File: src/rtl/seq_ctrl_pkg.sv
// seq_ctrl_pkg: shared icode constants, state encodings, stat codes and `BYTE/`WORD widths
`ifndef SEQ_CTRL_DEFS
`define SEQ_CTRL_DEFS
`define BYTE 8
`define WORD 32
`endif
package seq_ctrl_pkg;
  localparam logic [`BYTE-1:0] I_HALT   = 8'h00;
  localparam logic [`BYTE-1:0] I_NOP    = 8'h01;
  localparam logic [`BYTE-1:0] I_RRMOVL = 8'h02;
  localparam logic [`BYTE-1:0] I_IRMOVL = 8'h03;
  localparam logic [`BYTE-1:0] I_RMMOVL = 8'h04;
  localparam logic [`BYTE-1:0] I_MRMOVL = 8'h05;
  localparam logic [`BYTE-1:0] I_OPL    = 8'h06;
  localparam logic [`BYTE-1:0] I_JXX    = 8'h07;
  localparam logic [`BYTE-1:0] I_CALL   = 8'h08;
  localparam logic [`BYTE-1:0] I_RET    = 8'h09;
  localparam logic [`BYTE-1:0] I_PUSHL  = 8'h0A;
  localparam logic [`BYTE-1:0] I_POPL   = 8'h0B;
  localparam logic [2:0] S_FETCH     = 3'd0;
  localparam logic [2:0] S_DECODE    = 3'd1;
  localparam logic [2:0] S_EXECUTE   = 3'd2;
  localparam logic [2:0] S_MEMORY    = 3'd3;
  localparam logic [2:0] S_WRITEBACK = 3'd4;
  localparam logic [2:0] S_PCUPDATE  = 3'd5;
  localparam logic [2:0] S_HALT      = 3'd6;
  localparam logic [1:0] STAT_AOK = 2'd0;
  localparam logic [1:0] STAT_HLT = 2'd1;
  localparam logic [1:0] STAT_ADR = 2'd2;
  localparam logic [1:0] STAT_INS = 2'd3;
endpackage

File: src/rtl/seq_ctrl_icode_class.sv
// icode_class: combinational icode decode into memory use, register write and legality
module icode_class import seq_ctrl_pkg::*; (
  input  logic [`BYTE-1:0] icode_i,
  output logic             needs_mem_o,
  output logic             writes_reg_o,
  output logic             valid_o
);
  assign needs_mem_o  = icode_i inside {I_RMMOVL, I_MRMOVL, I_CALL, I_RET, I_PUSHL, I_POPL};
  assign writes_reg_o = icode_i inside {I_RRMOVL, I_IRMOVL, I_MRMOVL, I_OPL, I_CALL, I_RET, I_PUSHL, I_POPL};
  assign valid_o      = icode_i inside {I_HALT, I_NOP, I_RRMOVL, I_IRMOVL, I_RMMOVL, I_MRMOVL,
                                        I_OPL, I_JXX, I_CALL, I_RET, I_PUSHL, I_POPL};
endmodule

File: src/rtl/seq_ctrl.sv
// seq_ctrl: multi-cycle fetch/decode/execute/memory/writeback/pc sequencer with sticky halt
// Optional performance counters enabled by defining PERF_CNT_EN.
module seq_ctrl import seq_ctrl_pkg::*; (
  input  logic             clk,
  input  logic             rst,
  input  logic [`BYTE-1:0] icode_i,
  input  logic             instr_valid_i,
  input  logic             mem_ready_i,
  input  logic             stat_err_i,
  output logic             fetch_en_o,
  output logic             decode_en_o,
  output logic             ex_en_o,
  output logic             mem_req_o,
  output logic             wb_en_o,
  output logic             pc_we_o,
  output logic [2:0]       state_o,
  output logic             halt_o,
  output logic [1:0]       stat_o
`ifdef PERF_CNT_EN
  ,
  output logic [`WORD-1:0] instr_cnt_o,
  output logic [`WORD-1:0] cycle_cnt_o
`endif
);
  logic [2:0]       state_q, state_d;
  logic [1:0]       stat_q, stat_d;
  logic [`BYTE-1:0] icode_q, icode_d, cls_icode;
  logic             needs_mem, writes_reg, valid;
  // The single classifier looks at the incoming icode while fetching, the latched one afterwards
  assign cls_icode = state_q == S_FETCH ? icode_i : icode_q;
  icode_class u_cls (
    .icode_i      (cls_icode),
    .needs_mem_o  (needs_mem),
    .writes_reg_o (writes_reg),
    .valid_o      (valid)
  );
  always_comb begin
    state_d = state_q;
    stat_d  = stat_q;
    icode_d = icode_q;
    case (state_q)
      S_FETCH: if (instr_valid_i) begin
        icode_d = icode_i;
        if (stat_err_i) {state_d, stat_d} = {S_HALT, STAT_ADR};
        else if (icode_i == I_HALT) {state_d, stat_d} = {S_HALT, STAT_HLT};
        else if (!valid) {state_d, stat_d} = {S_HALT, STAT_INS};
        else state_d = S_DECODE;
      end
      S_DECODE:    state_d = S_EXECUTE;
      S_EXECUTE:   state_d = needs_mem ? S_MEMORY : S_WRITEBACK;
      S_MEMORY:    if (stat_err_i) {state_d, stat_d} = {S_HALT, STAT_ADR};
                   else if (mem_ready_i) state_d = S_WRITEBACK;
      S_WRITEBACK: state_d = S_PCUPDATE;
      S_PCUPDATE:  state_d = S_FETCH;
      S_HALT:      state_d = S_HALT;
      default:     {state_d, stat_d} = {S_HALT, STAT_INS};
    endcase
  end
  always_ff @(posedge clk) begin
    if (rst) begin
      state_q <= S_FETCH;
      stat_q  <= STAT_AOK;
      icode_q <= '0;
    end else begin
      state_q <= state_d;
      stat_q  <= stat_d;
      icode_q <= icode_d;
    end
  end
  assign fetch_en_o  = state_q == S_FETCH;
  assign decode_en_o = state_q == S_DECODE;
  assign ex_en_o     = state_q == S_EXECUTE;
  assign mem_req_o   = state_q == S_MEMORY;
  assign wb_en_o     = state_q == S_WRITEBACK && writes_reg;
  assign pc_we_o     = state_q == S_PCUPDATE;
  assign halt_o      = state_q == S_HALT;
  assign state_o     = state_q;
  assign stat_o      = stat_q;
`ifdef PERF_CNT_EN
  localparam logic [`WORD-1:0] ONE = `WORD'(1);
  logic [`WORD-1:0] instr_cnt_q, instr_cnt_d, cycle_cnt_q, cycle_cnt_d;
  // Both counters saturate rather than wrap
  always_comb begin
    instr_cnt_d = state_q == S_PCUPDATE && ~&instr_cnt_q ? instr_cnt_q + ONE : instr_cnt_q;
    cycle_cnt_d = state_q != S_HALT && ~&cycle_cnt_q ? cycle_cnt_q + ONE : cycle_cnt_q;
  end
  always_ff @(posedge clk) begin
    if (rst) begin
      instr_cnt_q <= '0;
      cycle_cnt_q <= '0;
    end else begin
      instr_cnt_q <= instr_cnt_d;
      cycle_cnt_q <= cycle_cnt_d;
    end
  end
  assign instr_cnt_o = instr_cnt_q;
  assign cycle_cnt_o = cycle_cnt_q;
`endif
endmodule

File: config.mk
export PLATFORM = sky130hd
export DESIGN_NAME = seq_ctrl
export DESIGN_NICKNAME = d
export VERILOG_FILES = /design/src/rtl/seq_ctrl_pkg.sv /design/src/rtl/seq_ctrl_icode_class.sv /design/src/rtl/seq_ctrl.sv
export SDC_FILE = /design/constraint.sdc
export NUM_CORES = 1
export LEC_CHECK = 0
export ABC_CLOCK_PERIOD_IN_PS = 1500
export CAP_MARGIN = 20
export CORE_ASPECT_RATIO = 1.25
export CORE_UTILIZATION = 40
export DETAILED_ROUTE_END_ITERATION = 6
export HOLD_SLACK_MARGIN = 0.1
export PLACE_DENSITY = 0.8
export REMOVE_ABC_BUFFERS = 1
export SYNTH_ARGS = -nofsm -noshare
export SYNTH_HDL_FRONTEND = slang
export SYNTH_SLANG_ARGS = --single-unit
File: constraint.sdc
create_clock -name clk -period 1.5 [get_ports clk]
set_input_delay 0.3 -clock clk [delete_from_list [all_inputs] [get_ports clk]]
set_output_delay 0.3 -clock clk [all_outputs]
set_load 0.02 [all_outputs]
-- Yosys cells after proc, flatten, opt, wreduce, memory -nomap -nowiden
Index checks and enable logic that the tools add are counted.
- register bits after elaboration: 13
- bits of input ports: 13
- logic and storage cells: 51
- output and inout port bits: 12
- reduce and logical (&&, ||, !) cells: 11
- muxes and demuxes: 15
- bitwise logic cells: 1
- equal/unequal tests: 21
- operators with widths (kind ; count):
    $eq A8 B3 Y1 const B ; 4
    $eq A8 B4 Y1 const B ; 4
    $mux W3 ; 7
    $pmux W3 S6 ; 1
    $eq A8 B2 Y1 const B ; 2
    $logic_not A8 Y1 ; 2
    $reduce_bool A12 Y1 ; 1
    $mux W2 ; 5
    $eq A3 B3 Y1 const B ; 3
    $eq A8 B1 Y1 const B ; 1
    $mux W8 ; 1
    $reduce_bool A8 Y1 ; 1
    $eq A3 B2 Y1 const B ; 2
    $pmux W2 S3 ; 1
    $reduce_bool A6 Y1 ; 1
    $reduce_or A5 Y1 ; 1
    $ne A2 B2 Y1 const B ; 2
    $ne A4 B3 Y1 const B ; 1
    $reduce_and A2 Y1 ; 2
    $reduce_and A4 Y1 ; 1
    $eq A3 B1 Y1 const B ; 1
    $logic_not A3 Y1 ; 1
    $ne A3 B3 Y1 const B ; 1
    $logic_and A1 B1 Y1 ; 1
    $not A1 Y1 ; 1

-- Depth between registers and ports, before layout
- depth in word-level cells: 9
- gate-level depth with buffers: 6
- gate-level depth less buffers: 4

-- Cells and area by module
A second synthesis with hierarchy kept.
- cells, all modules: 119
- area, all modules: 862.1 µm²
- modules (own cells, without submodules) (module ; cells each ; area each (µm²) ; instances ; sequential area each (µm²)):
    seq_ctrl ; 112 ; 812.0 ; 1 ; 260.2
    icode_class ; 7 ; 50.0 ; 1 ; 0.0

-- Worst setup path before layout
No wires, ideal clock.
- kind: reg2reg
- start: reg state_q[2] (netlist: state_o[2])
- end: reg state_q[0] (netlist: state_o[0])
- data arrival time: 1.777 ns
- required time: 1.430 ns
- path buffers: 1
- clock period less this slack: 1.846 ns
- setup time: 0.070 ns
- path slack: -0.346 ns
- cell stages (with the launch flop): 6
- cell sequence: dfxtp_1 clkbuf_1 nor3b_1 o211ai_1 a31o_2 a21oi_1
- elaborated cells on any way between the ends: 30
- classes of those cells: eq/ne (18); mux (7); reduce/logical (5)
- RTL lines (item ; RTL line ; source):
    from (decl) ; seq_ctrl.sv:25 ; logic [2:0] state_q, state_d;
    from (signal assigned) ; seq_ctrl.sv:65 ; state_q <= state_d;
    $eq A3 B2 Y1 ; n/a ;
    via ex_en_o ; seq_ctrl.sv:12 ; output logic ex_en_o,
    $pmux W3 S6 ; seq_ctrl.sv:41 ; case (state_q)
The timed path passes the listed nets, and every way through them passes these cells. The select of a mux whose other input is x is not followed.
A chain may end at the register's enable or synchronous reset.

-- Worst setup path after layout
- start: reg icode_q[7]
- end: out wb_en_o
- cells in the longest elaborated chain, start to end: 4
- elaborated cells on any way between the ends: 11
- classes of those cells: eq/ne (8); mux (1); reduce/logical (2)
- RTL lines (item ; RTL line ; source):
    from (decl) ; seq_ctrl.sv:27 ; logic [`BYTE-1:0] icode_q, icode_d, cls_icode;
    from (signal assigned) ; seq_ctrl.sv:67 ; icode_q <= icode_d;
    $mux W8 (*) ; seq_ctrl.sv:30 ; assign cls_icode = state_q == S_FETCH ? icode_i : icode_q;
    $eq A8 B2 Y1 (tied with other cells) ; seq_ctrl_icode_class.sv:9 ; assign writes_reg_o = icode_i inside {I_RRMOVL, I_IRMOVL, I_MRMOVL, I_OPL, I_CALL, I_RET, I_PUSHL, I_POPL};
    $reduce_bool A8 Y1 (*) ; seq_ctrl_icode_class.sv:9 ;
    $logic_and A1 B1 Y1 (*) ; seq_ctrl.sv:74 ; assign wb_en_o = state_q == S_WRITEBACK && writes_reg;
    to (decl) ; seq_ctrl.sv:14 ; output logic wb_en_o,
Mark *: on every way between the ends. The rest lies on a longest branch, timed or not.

==> key figures <==
Run status
  – Outcome: complete, but fails checks
  – Failing checks: negative setup slack

Pwr
  – Pwr dens: 1640 mW/mm^2
  – Final Power: 2.27 mW
  – VDD IR max: 980 uV
  – P_leak: 0.600 nW

Route
  – Initial DRC Count: 33
  – Antenna-violating nets left: 0
  – Drt pass-1 iters: 4
  – Drt wl/cell: 17.2 um
  – DR vias: 1051
  – Routed WL: 3020 um
  – Drc violations: 0
  – Vias per inst: 5.97

Finish
  – Sequential cell area: 273 um^2
  – Layout Nets: 171
  – Post-Layout Inst Area: 0.00138 mm^2
  – Layout area overhead: 82.0%
  – Layout fillers: 137
  – N_diodes: 0
  – Ratio of cells with drive above 1 in the final layout: 43.9%
  – Multi-input gate area: 558 um^2

Synth
  – Ys flop type: dfxtp_1
  – Syn_area_per_cell: 7.59 um^2
  – Synth Register Bits: 13
  – Yosys cell types: 37
  – Mapped Cells: 100
  – Number of flops mapped to enable cells by yosys: 0
  – Post-Syn Area: 759 um^2
  – Area share of the largest cell type after synthesis: 34.3%
  – Yosys Warn Count: 0
  – Synth top area cells: dfxtp_1 34%, nand2_1 9.4%, a21oi_1 9.2%, o211ai_1 3.0%, and2_1 2.5%
  – Ys async rst share: 0%
  – Top-count cell post-synth: nand2_1
  – Leading area contributor after synthesis: dfxtp_1
  – Sequential share of the synthesized area: 34.3%
  – Synth cell count leaders: 19 x nand2_1, 14 x a21oi_1, 13 x dfxtp_1

STA
  – Hold slack: 0.395 ns
  – Fin. Hold Viols: 0
  – Final Setup Violations: 8
  – Final worst slack: -0.252 ns
  – Actual slew at the worst max-slew pin: 0.405 ns
  – RSZ-0062 raised after global routing: yes
  – Final Max Tran Viols: 0
  – Setup_tns: -0.808 ns
  – Clk_skew: 0.00738 ns
  – Fin crit share: 117%
  – Min Tclk post-route: 1.75 ns
  – Slew HR: 72.9%
  – FMAX: 571 MHz

Die
  – Die Height: 50.7 um
  – Core ar.: 0.00177 mm^2
  – Initial cell density of the core: 43.0%
  – Die footprint: 0.00208 mm^2
  – Die X-Extent: 41.0 um
  – Number of placement rows: 17
  – Boundary pin count: 25

Hold path
  – WHS Endpoint: icode_q[7]
  – Worst Hold Class: input port to flip-flop
  – Hold_sp: icode_i[7]
  – Hold path cells: 4

Placement
  – Placed inst area: 0.00122 mm^2
  – Port bufs: 24
  – GPL Wtd Cong: 0.833
  – DP HPWL: 1830 um

Global route
  – Global-route usage over all layers: 29.1%
  – Gr ovfl total: 0
  – First-pass GRT wire length: 4190 um
  – Initial antenna violation count: 0
  – Vias in the first global route: 1001
  – Largest net degree at the start of global routing: 9

Worst setup path
  – Setup crit start kind: flip-flop
  – R2R depth: 7
  – Worst r2r dst: state_o[1]
  – WP data arrival: 1.45 ns
  – WS Path Type: flip-flop to primary output
  – Worst Path Max Fanout: 2
  – R2r setup slk: -0.15 ns
  – Critical R2R Launch: icode_q[7]
  – CP required: 1.20 ns
  – Crit end category: primary output

Flow run
  – Max_cap viols: 0

Clocking
  – Post-CTS Hold Fix Bufs: 0
  – Worst skew pair latency: 0.28 ns
  – Clk root buf: clkbuf_4
  – CTS buffer count: 3
  – CTS sink count: 13
  – Clock Pin Slew Worst Setup and Hold Paths: 0.08 ns
  – # H-tree levels: 1
  – CTS tree: built
  – Clk buf depth: 2
-- per-layer routing --
layer | global-route usage [%] | routed length, um
met5 | 0 | 0
met4 | 10.6 | 140
met3 | 1.77 | 157
met2 | 53.6 | 1640
met1 | 31.5 | 1080
-- registers in the layout (all words and copies together) (netlist names) --
register  count
stat_o        2
state_o       3
icode_q       8
-- area by class of cell --
type / instances / area share [%]
Clock buffer: 4 / 1.90
Multi-Input combinational cell: 79 / 40.4
Sequential cell: 13 / 19.7
Tap cell: 19 / 1.72
Inverter: 3 / 0.814
Timing Repair Buffer: 58 / 35.5
-- worst max-delay path, cell delays in order (launching register included) --
cell	delay [ns]
dfxtp_2	0.34
nor4_4	0.27
buf_4	0.17
nand3_2	0.09
a211oi_2	0.15
buf_4	0.17
-- logic make-up (layout without fill, tap and decap cells) --
logic type	Yosys count	count (layout)	share of synthesized area, %
flip-flops	13	13	34.3
AND/OR/NAND/NOR	46	46	32.0
buffers and inverters	8	65	4.45
multiplexers	1	1	1.32
AO/OA/AOI/OAI	32	32	28.0
-- power breakdown --
group	total [mW]	switching, mW	internal (mW)
registers	0.562	0.107	0.454
clock network	0.226	0.123	0.103
logic	1.48	0.719	0.760
total	2.27	0.949	1.32
-- stage by stage --
stage                     util [%]  cells  setup WS (ns)
after CTS                     74.1    174         -0.225
after global routing          78.3    176         -0.322
after global placement        69.0    167         -0.475
final                         78.3    176         -0.252
after detailed placement      69.0    167         -0.513
after floorplan                  -     95         -0.308
-- layout by cell type (no fill, tap or decap), types with 2 or more instances in the layout --
cell type,count
buf_2,2
buf_4,30
nor3b_1,2
clkdlybuf4s50_1,5
nor2_1,2
dlygate4sd2_1,9
nand3_2,2
a21oi_1,14
and2_1,2
buf_6,7
clkdlybuf4s15_2,2
or4_4,3
clkbuf_4,3
nand2_1,18
dfxtp_1,9
inv_1,3
nand2b_1,2
clkdlybuf4s15_1,2
dfxtp_4,3
o21bai_1,2
o211ai_1,3
nor2_4,2
-- worst max path at each step --
stage | start | to
final | icode_q[7] | wb_en_o
after global routing | icode_q[7] | wb_en_o
after CTS | icode_q[7] | wb_en_o
after detailed placement | icode_i[4] | stat_o[1]
after global placement | icode_i[4] | stat_o[1]
after floorplan | state_o[1] | state_o[0]
-- repair_timing --
item / CTS / global route
setup buffers: 3 / 2
gates cloned: 0 / 0
resized for setup: 62 / 20
endpoints found under the setup margin: 25 / 18
pin swaps: 8 / 6
No activity file was read; power rests on OpenSTA's default activity.
